--- config.mk ---
export PLATFORM = sky130hd
export DESIGN_NAME = pipe_stage_register
export DESIGN_NICKNAME = d
export VERILOG_FILES = /design/src/rtl/pipe_stage_register.sv
export SDC_FILE = /design/constraint.sdc
export NUM_CORES = 1
export LEC_CHECK = 0
export ABC_AREA = 1
export CORE_UTILIZATION = 51
export DETAILED_ROUTE_END_ITERATION = 10
export GPL_TIMING_DRIVEN = 0
export PLACE_DENSITY = 0.88
export SKIP_CTS_REPAIR_TIMING = 1
export SLEW_MARGIN = 5
export SYNTH_ARGS = -nofsm -noshare
export SYNTH_HDL_FRONTEND = slang
export SYNTH_SLANG_ARGS = --single-unit
--- constraint.sdc ---
create_clock -name Clk -period 1.9 [get_ports Clk]
set_clock_uncertainty 0.15 [all_clocks]
set_input_delay 0.38 -clock Clk [delete_from_list [all_inputs] [get_ports Clk]]
set_output_delay 0.38 -clock Clk [all_outputs]
set_load 0.01 [all_outputs]
--- src/rtl/pipe_stage_register.sv ---
// Generic pipeline stage register: valid/ready handshake with 2-entry skid buffer and sync flush.
// Define PIPE_STAGE_PERF_EN to add the StallCnt/BubbleCnt saturating performance counters.
module pipe_stage_register #(
  parameter int DATA_W = 32,
  parameter int CTRL_W = 16
`ifdef PIPE_STAGE_PERF_EN
  ,parameter int CNT_W = 16
`endif
) (
  input  logic              Clk,
  input  logic              Rst_n,
  input  logic              Flush,
  input  logic              In_valid,
  output logic              In_ready,
  input  logic [CTRL_W-1:0] In_ctrl,
  input  logic [DATA_W-1:0] In_data,
  output logic              Out_valid,
  input  logic              Out_ready,
  output logic [CTRL_W-1:0] Out_ctrl,
  output logic [DATA_W-1:0] Out_data
`ifdef PIPE_STAGE_PERF_EN
  ,output logic [CNT_W-1:0] StallCnt,
  output logic [CNT_W-1:0]  BubbleCnt
`endif
);

  localparam logic [1:0] ST_EMPTY = 2'd0;
  localparam logic [1:0] ST_FULL  = 2'd1;
  localparam logic [1:0] ST_SKID  = 2'd2;

  logic [1:0]        state_q, state_d;
  logic              out_valid_q, out_valid_d;
  logic              in_ready_q, in_ready_d;
  logic [CTRL_W-1:0] main_ctrl_q, main_ctrl_d;
  logic [DATA_W-1:0] main_data_q, main_data_d;
  logic [CTRL_W-1:0] skid_ctrl_q, skid_ctrl_d;
  logic [DATA_W-1:0] skid_data_q, skid_data_d;
  logic              acc, rel;

  assign acc = In_valid & in_ready_q;
  assign rel = out_valid_q & Out_ready;

  always_comb begin
    state_d     = state_q;
    main_ctrl_d = main_ctrl_q;
    main_data_d = main_data_q;
    skid_ctrl_d = skid_ctrl_q;
    skid_data_d = skid_data_q;
    case (state_q)
      ST_EMPTY: begin
        if (acc) begin
          main_ctrl_d = In_ctrl;
          main_data_d = In_data;
          state_d     = ST_FULL;
        end
      end
      ST_FULL: begin
        if (acc && rel) begin
          main_ctrl_d = In_ctrl;
          main_data_d = In_data;
        end else if (acc) begin
          skid_ctrl_d = In_ctrl;
          skid_data_d = In_data;
          state_d     = ST_SKID;
        end else if (rel) begin
          // Control is zeroed so an idle stage can never assert a write enable downstream
          main_ctrl_d = '0;
          state_d     = ST_EMPTY;
        end
      end
      ST_SKID: begin
        if (rel) begin
          main_ctrl_d = skid_ctrl_q;
          main_data_d = skid_data_q;
          skid_ctrl_d = '0;
          state_d     = ST_FULL;
        end
      end
      default: begin
        main_ctrl_d = '0;
        skid_ctrl_d = '0;
        state_d     = ST_EMPTY;
      end
    endcase
    // Flush kills both entries; any same-cycle accept or release is discarded
    if (Flush) begin
      main_ctrl_d = '0;
      main_data_d = main_data_q;
      skid_ctrl_d = '0;
      skid_data_d = skid_data_q;
      state_d     = ST_EMPTY;
    end
    out_valid_d = (state_d != ST_EMPTY);
    in_ready_d  = (state_d != ST_SKID);
  end

  always_ff @(posedge Clk or negedge Rst_n) begin
    if (!Rst_n) begin
      state_q     <= ST_EMPTY;
      out_valid_q <= 1'b0;
      in_ready_q  <= 1'b1;
      main_ctrl_q <= '0;
      main_data_q <= '0;
      skid_ctrl_q <= '0;
      skid_data_q <= '0;
    end else begin
      state_q     <= state_d;
      out_valid_q <= out_valid_d;
      in_ready_q  <= in_ready_d;
      main_ctrl_q <= main_ctrl_d;
      main_data_q <= main_data_d;
      skid_ctrl_q <= skid_ctrl_d;
      skid_data_q <= skid_data_d;
    end
  end

  assign In_ready  = in_ready_q;
  assign Out_valid = out_valid_q;
  assign Out_ctrl  = main_ctrl_q;
  assign Out_data  = main_data_q;

`ifdef PIPE_STAGE_PERF_EN
  logic [CNT_W-1:0] stall_cnt_q, stall_cnt_d;
  logic [CNT_W-1:0] bubble_cnt_q, bubble_cnt_d;

  always_comb begin
    stall_cnt_d  = stall_cnt_q;
    bubble_cnt_d = bubble_cnt_q;
    if (out_valid_q && !Out_ready && !(&stall_cnt_q)) stall_cnt_d = stall_cnt_q + 1'b1;
    if (!out_valid_q && !(&bubble_cnt_q))             bubble_cnt_d = bubble_cnt_q + 1'b1;
  end

  always_ff @(posedge Clk or negedge Rst_n) begin
    if (!Rst_n) begin
      stall_cnt_q  <= '0;
      bubble_cnt_q <= '0;
    end else begin
      stall_cnt_q  <= stall_cnt_d;
      bubble_cnt_q <= bubble_cnt_d;
    end
  end

  assign StallCnt  = stall_cnt_q;
  assign BubbleCnt = bubble_cnt_q;
`else
  // Counters absent in this build; handshake path above is unchanged.
`endif

endmodule

# Yosys cells after proc, flatten, opt, wreduce, memory -nomap -nowiden
# Cells that the tools add are included.
# Widths: inputs -> output; s select.
# word_totals
register_bits	100
input_bits	53
output_inout_bits	50
elab_cells	53
# classes
n_eq_ne	13
n_mux	21
n_bitwise	4
n_reduce_logical	8
# op_table
cell	n
$mux 16	8
$mux 32	3
$pmux 16 s3	2
$pmux 32 s3	1
$mux 2	6
$ne 3x3->1 const B	4
$reduce_and 4->1	3
$ne 2x2->1 const B	5
$ne 4x4->1 const B	2
$pmux 2 s3	1
$reduce_and 5->1	1
$reduce_bool 3->1	1
$and 1x1->1	2
$eq 2x1->1 const B	1
$eq 2x2->1 const B	1
$logic_not 2->1	1
$not 1->1	2
$reduce_bool 2->1	1
$logic_and 1x1->1	1

# Longest topological paths before layout
# logic_depth
ltp_word	7
mapped_depth	10
mapped_depth_nobuf	8

# Worst setup path after synthesis
# No wires, ideal clock.
# synth_timing
path_type	register to register
from	reg in_ready_q (netlist: In_ready)
to	reg main_ctrl_q[10] (netlist: Out_ctrl[10])
setup_time_ps	65
t_arrival_ps	1380
t_required_ps	1685
setup_slack_ps	305
path_stages_with_launch	8
period_less_slack_ps	1595
path_cell_list	dfstp_2 -> nand2_2 -> nor2_2 -> buf_2 -> nand2_1 -> a21oi_1 -> nand2_1 -> nand2_1
# synth_via
elab_chain_len	5
elab_cells_between_ends	9
# synth_rtl
item	line_no	rtl
start, declared	33	logic in_ready_q, in_ready_d;
start signal, assigned	109	in_ready_q <= in_ready_d;
$and 1x1->1 *	40	assign acc = In_valid & in_ready_q;
$logic_and 1x1->1	58	if (acc && rel) begin
$mux 16	58	
$pmux 16 s3	49	case (state_q)
$mux 16	86	if (Flush) begin
end signal, assigned	110	main_ctrl_q <= main_ctrl_d;
end, declared	34	logic [CTRL_W-1:0] main_ctrl_q, main_ctrl_d;
# Mark *: on every way between the ends. The rest lies on a longest branch, timed or not.
# A chain may end at the register's enable or synchronous reset.

# Final worst setup path
# layout_timing
from	reg main_ctrl_q[6] (netlist: Out_ctrl[6])
to	out Out_ctrl[6]
# layout_lines
item	line_no	rtl
end, declared	19	output logic [CTRL_W-1:0] Out_ctrl,
# No word-level cell between the ends.

==> run metrics <==
placed inst area=0.00609 mm2; Syn. warnings=0; Avg Cell Area, Syn=7.72 um2; Crit-path slowest cell=clkdlybuf4s50_1; Post-Syn Area=0.00489 mm2; DR iter-0 viols=373; WS Path Type=reg -> out; Syn Inst Count=633; Req. time, crit path=1.37 ns; Rows=35; Startpoint Class=flip-flop; Post-Place Cells=864; top cells by count, synth=nand2_1, dfrtp_1, o21ai_1, inv_1, nor2_1; CTS buffer count=9; sum of buffers and inverters on the critical path=1; MaxCap Viol Count=0; max-slew violation count=0; DRC errors left=0; pwr dens=1000 mW/mm2; EDFF count, synth=0; Seq cells post-synth=100; Nets=802; Synth top area share=0.507; Peak VDD IR=587 uV; Layout Cells excl Fill=883; antenna fix cells=0; Ports=103; clock-pin slew on the worst setup and hold paths=0.10 ns; layout cell share with drive strength beyond 1=0.0942; total grt overflow=0; DR vias=4,599; Die Y=99.9 um; slew margin rel.=0.577; Netlist cell types=22; Cell Chain, Critical Path=clkdlybuf4s50_1; Sink Count=100; FF-to-FF End=Out_ctrl[12]; input/output buffers=101; DP HPWL=8850 um; Clock Path Buffers=2; Final setup viols=0; design area=0.00633 mm2; vias in the first global route=4,626; Period minus WS final=1.83 ns; reg2reg start=In_ready; gpl congestion=0.856; Post-Place Setup Slack=-0.350 ns; Clock Latency Late Sink=0.35 ns; Via density=5.21; detailed-route wire length=12,300 um; R2R cell count=7; Synth area leaders=dfrtp_1, nand2_1, o21ai_1; DR pass1 iterations=6; area occupied by multi-input gates=0.00189 mm2; Avg WL per Cell=14.0 um; Tot Pwr=6.34 mW; Seq. cell area=0.00250 mm2; synthesis-to-layout area growth=29.6%; initial antenna violation count=0; # H-tree levels=3; largest net degree at the start of global routing=54; antenna-violating nets left=0; first-pass GRT wire length=20,500 um; FFs w/ async S/R, synth=1.00; Fillers=740; status=finished clean; max frequency=545 MHz; Final Hold Viols=0; worst setup path startpoint=Out_ctrl[6]; Worst path max stage delay=0.59 ns; initial core utilization=0.527; Root Buffer=clkbuf_8; hold_ws=0.220 ns; crit path capture=Out_ctrl[6]; worst-margin pin slew=0.635 ns; final worst slack=0.0655 ns; crit-path max FO=2; arrival time worst endpoint=1.30 ns; Seq/Total Area, Yosys=0.512; die area=0.00998 mm2; Worst Min Path Start=Flush; setup repair after global routing missed its margin=false; Main synth FF type=dfrtp_1; most frequent cell after synthesis=nand2_1; Tcrit/Tclk final=0.966; gr usage total=0.259; stages on the worst setup path=1; Die X=99.9 um; CP delay by family, top=buffers and inverters; Static Leak=3.10 nW; core area=0.00928 mm2; R2R setup slack=0.10 ns; Synthesized Nets=686; setup tns final=0 ns; hold crit path type=in -> reg; CTS tree=done; area leader, netlist=dfrtp_1; endpoint class of the critical path=output pin; final core occ=0.682
layout by cell type, fill, tap and decap left out:
cell type        netlist  layout
nand2_1              218     218
dfrtp_1               99      99
clkdlybuf4s50_1        0      99
o21ai_1               81      81
inv_1                 67      67
nor2_1                44      44
a21oi_1               38      38
buf_4                 17      19
nand3_1               17      17
buf_2                 15      14
o21a_1                10      10
clkbuf_8               0      10
nand2_2                5       5
nor2_4                 4       5
inv_2                  4       4
clkbuf_1               2       4
o21ai_0                3       3
buf_6                  2       2
clkinv_4               0       2
dfstp_2                1       1
nand2_4                1       1
o21ai_4                1       1
nand4_1                1       1
a21oi_2                1       1
nor2_2                 2       1
clkbuf_4               0       1
inv_6                  0       1
bufinv_16              0       1
dlygate4sd3_1          0       1
buf_16                 0       1
dlymetal6s2s_1         0       1
buf_12                 0       1
per-layer routing:
layer | track usage | up-vias | routed length (um)
li1 | - | 2203 | -
met1 | 0.332 | 2179 | 5130
met2 | 0.427 | 186 | 6010
met3 | 0.0432 | 31 | 832
met4 | 0.128 | 0 | 359
met5 | 0 | - | 0
cell families after synthesis:
family,count (synthesis),synth area share
AOI/OAI and AO/OA,134,0.145
DFF,100,0.512
buffers and inverters,107,0.102
and+or+nand+nor,292,0.240
state kept, by name (all words and copies together), names as in the netlist:
name         count
Out_ctrl        16
state_q          2
Out_valid        1
Out_data        32
skid_ctrl_q     16
skid_data_q     32
In_ready         1
power by group:
part	switching, mW	leakage (nW)	total [mW]	internal (mW)
clock network	0.727	0.101	1.38	0.657
registers	0.273	1.24	2.94	2.67
logic	1.04	1.77	2.01	0.972
total	2.04	3.10	6.34	4.30
cell type report:
cell class | instances | share of cell area
Sequential cell | 100 | 0.395
Multi-Input combinational cell | 426 | 0.298
Timing Repair Buffer | 105 | 0.170
Inverter | 71 | 0.0421
Buffer | 36 | 0.0371
Tap cell | 129 | 0.0255
Clock buffer | 12 | 0.0229
Clock inverter | 4 | 0.00889
worst min-delay path by stage:
| stage | endpoint | slack (ns) | depth (start not counted) |
|---|---|---|---|
| after global placement | Out_ctrl[13] | 0.32 | 2 |
| after detailed placement | skid_ctrl_q[12] | 0.29 | 1 |
| after CTS | Out_ctrl[0] | -0.1 | 1 |
| after floorplan | Out_ctrl[0] | -0.07 | 0 |
| final | Out_ctrl[4] | 0.22 | 4 |
| after global routing | Out_ctrl[4] | 0.23 | 4 |
(Power assumes the default switching activity.)
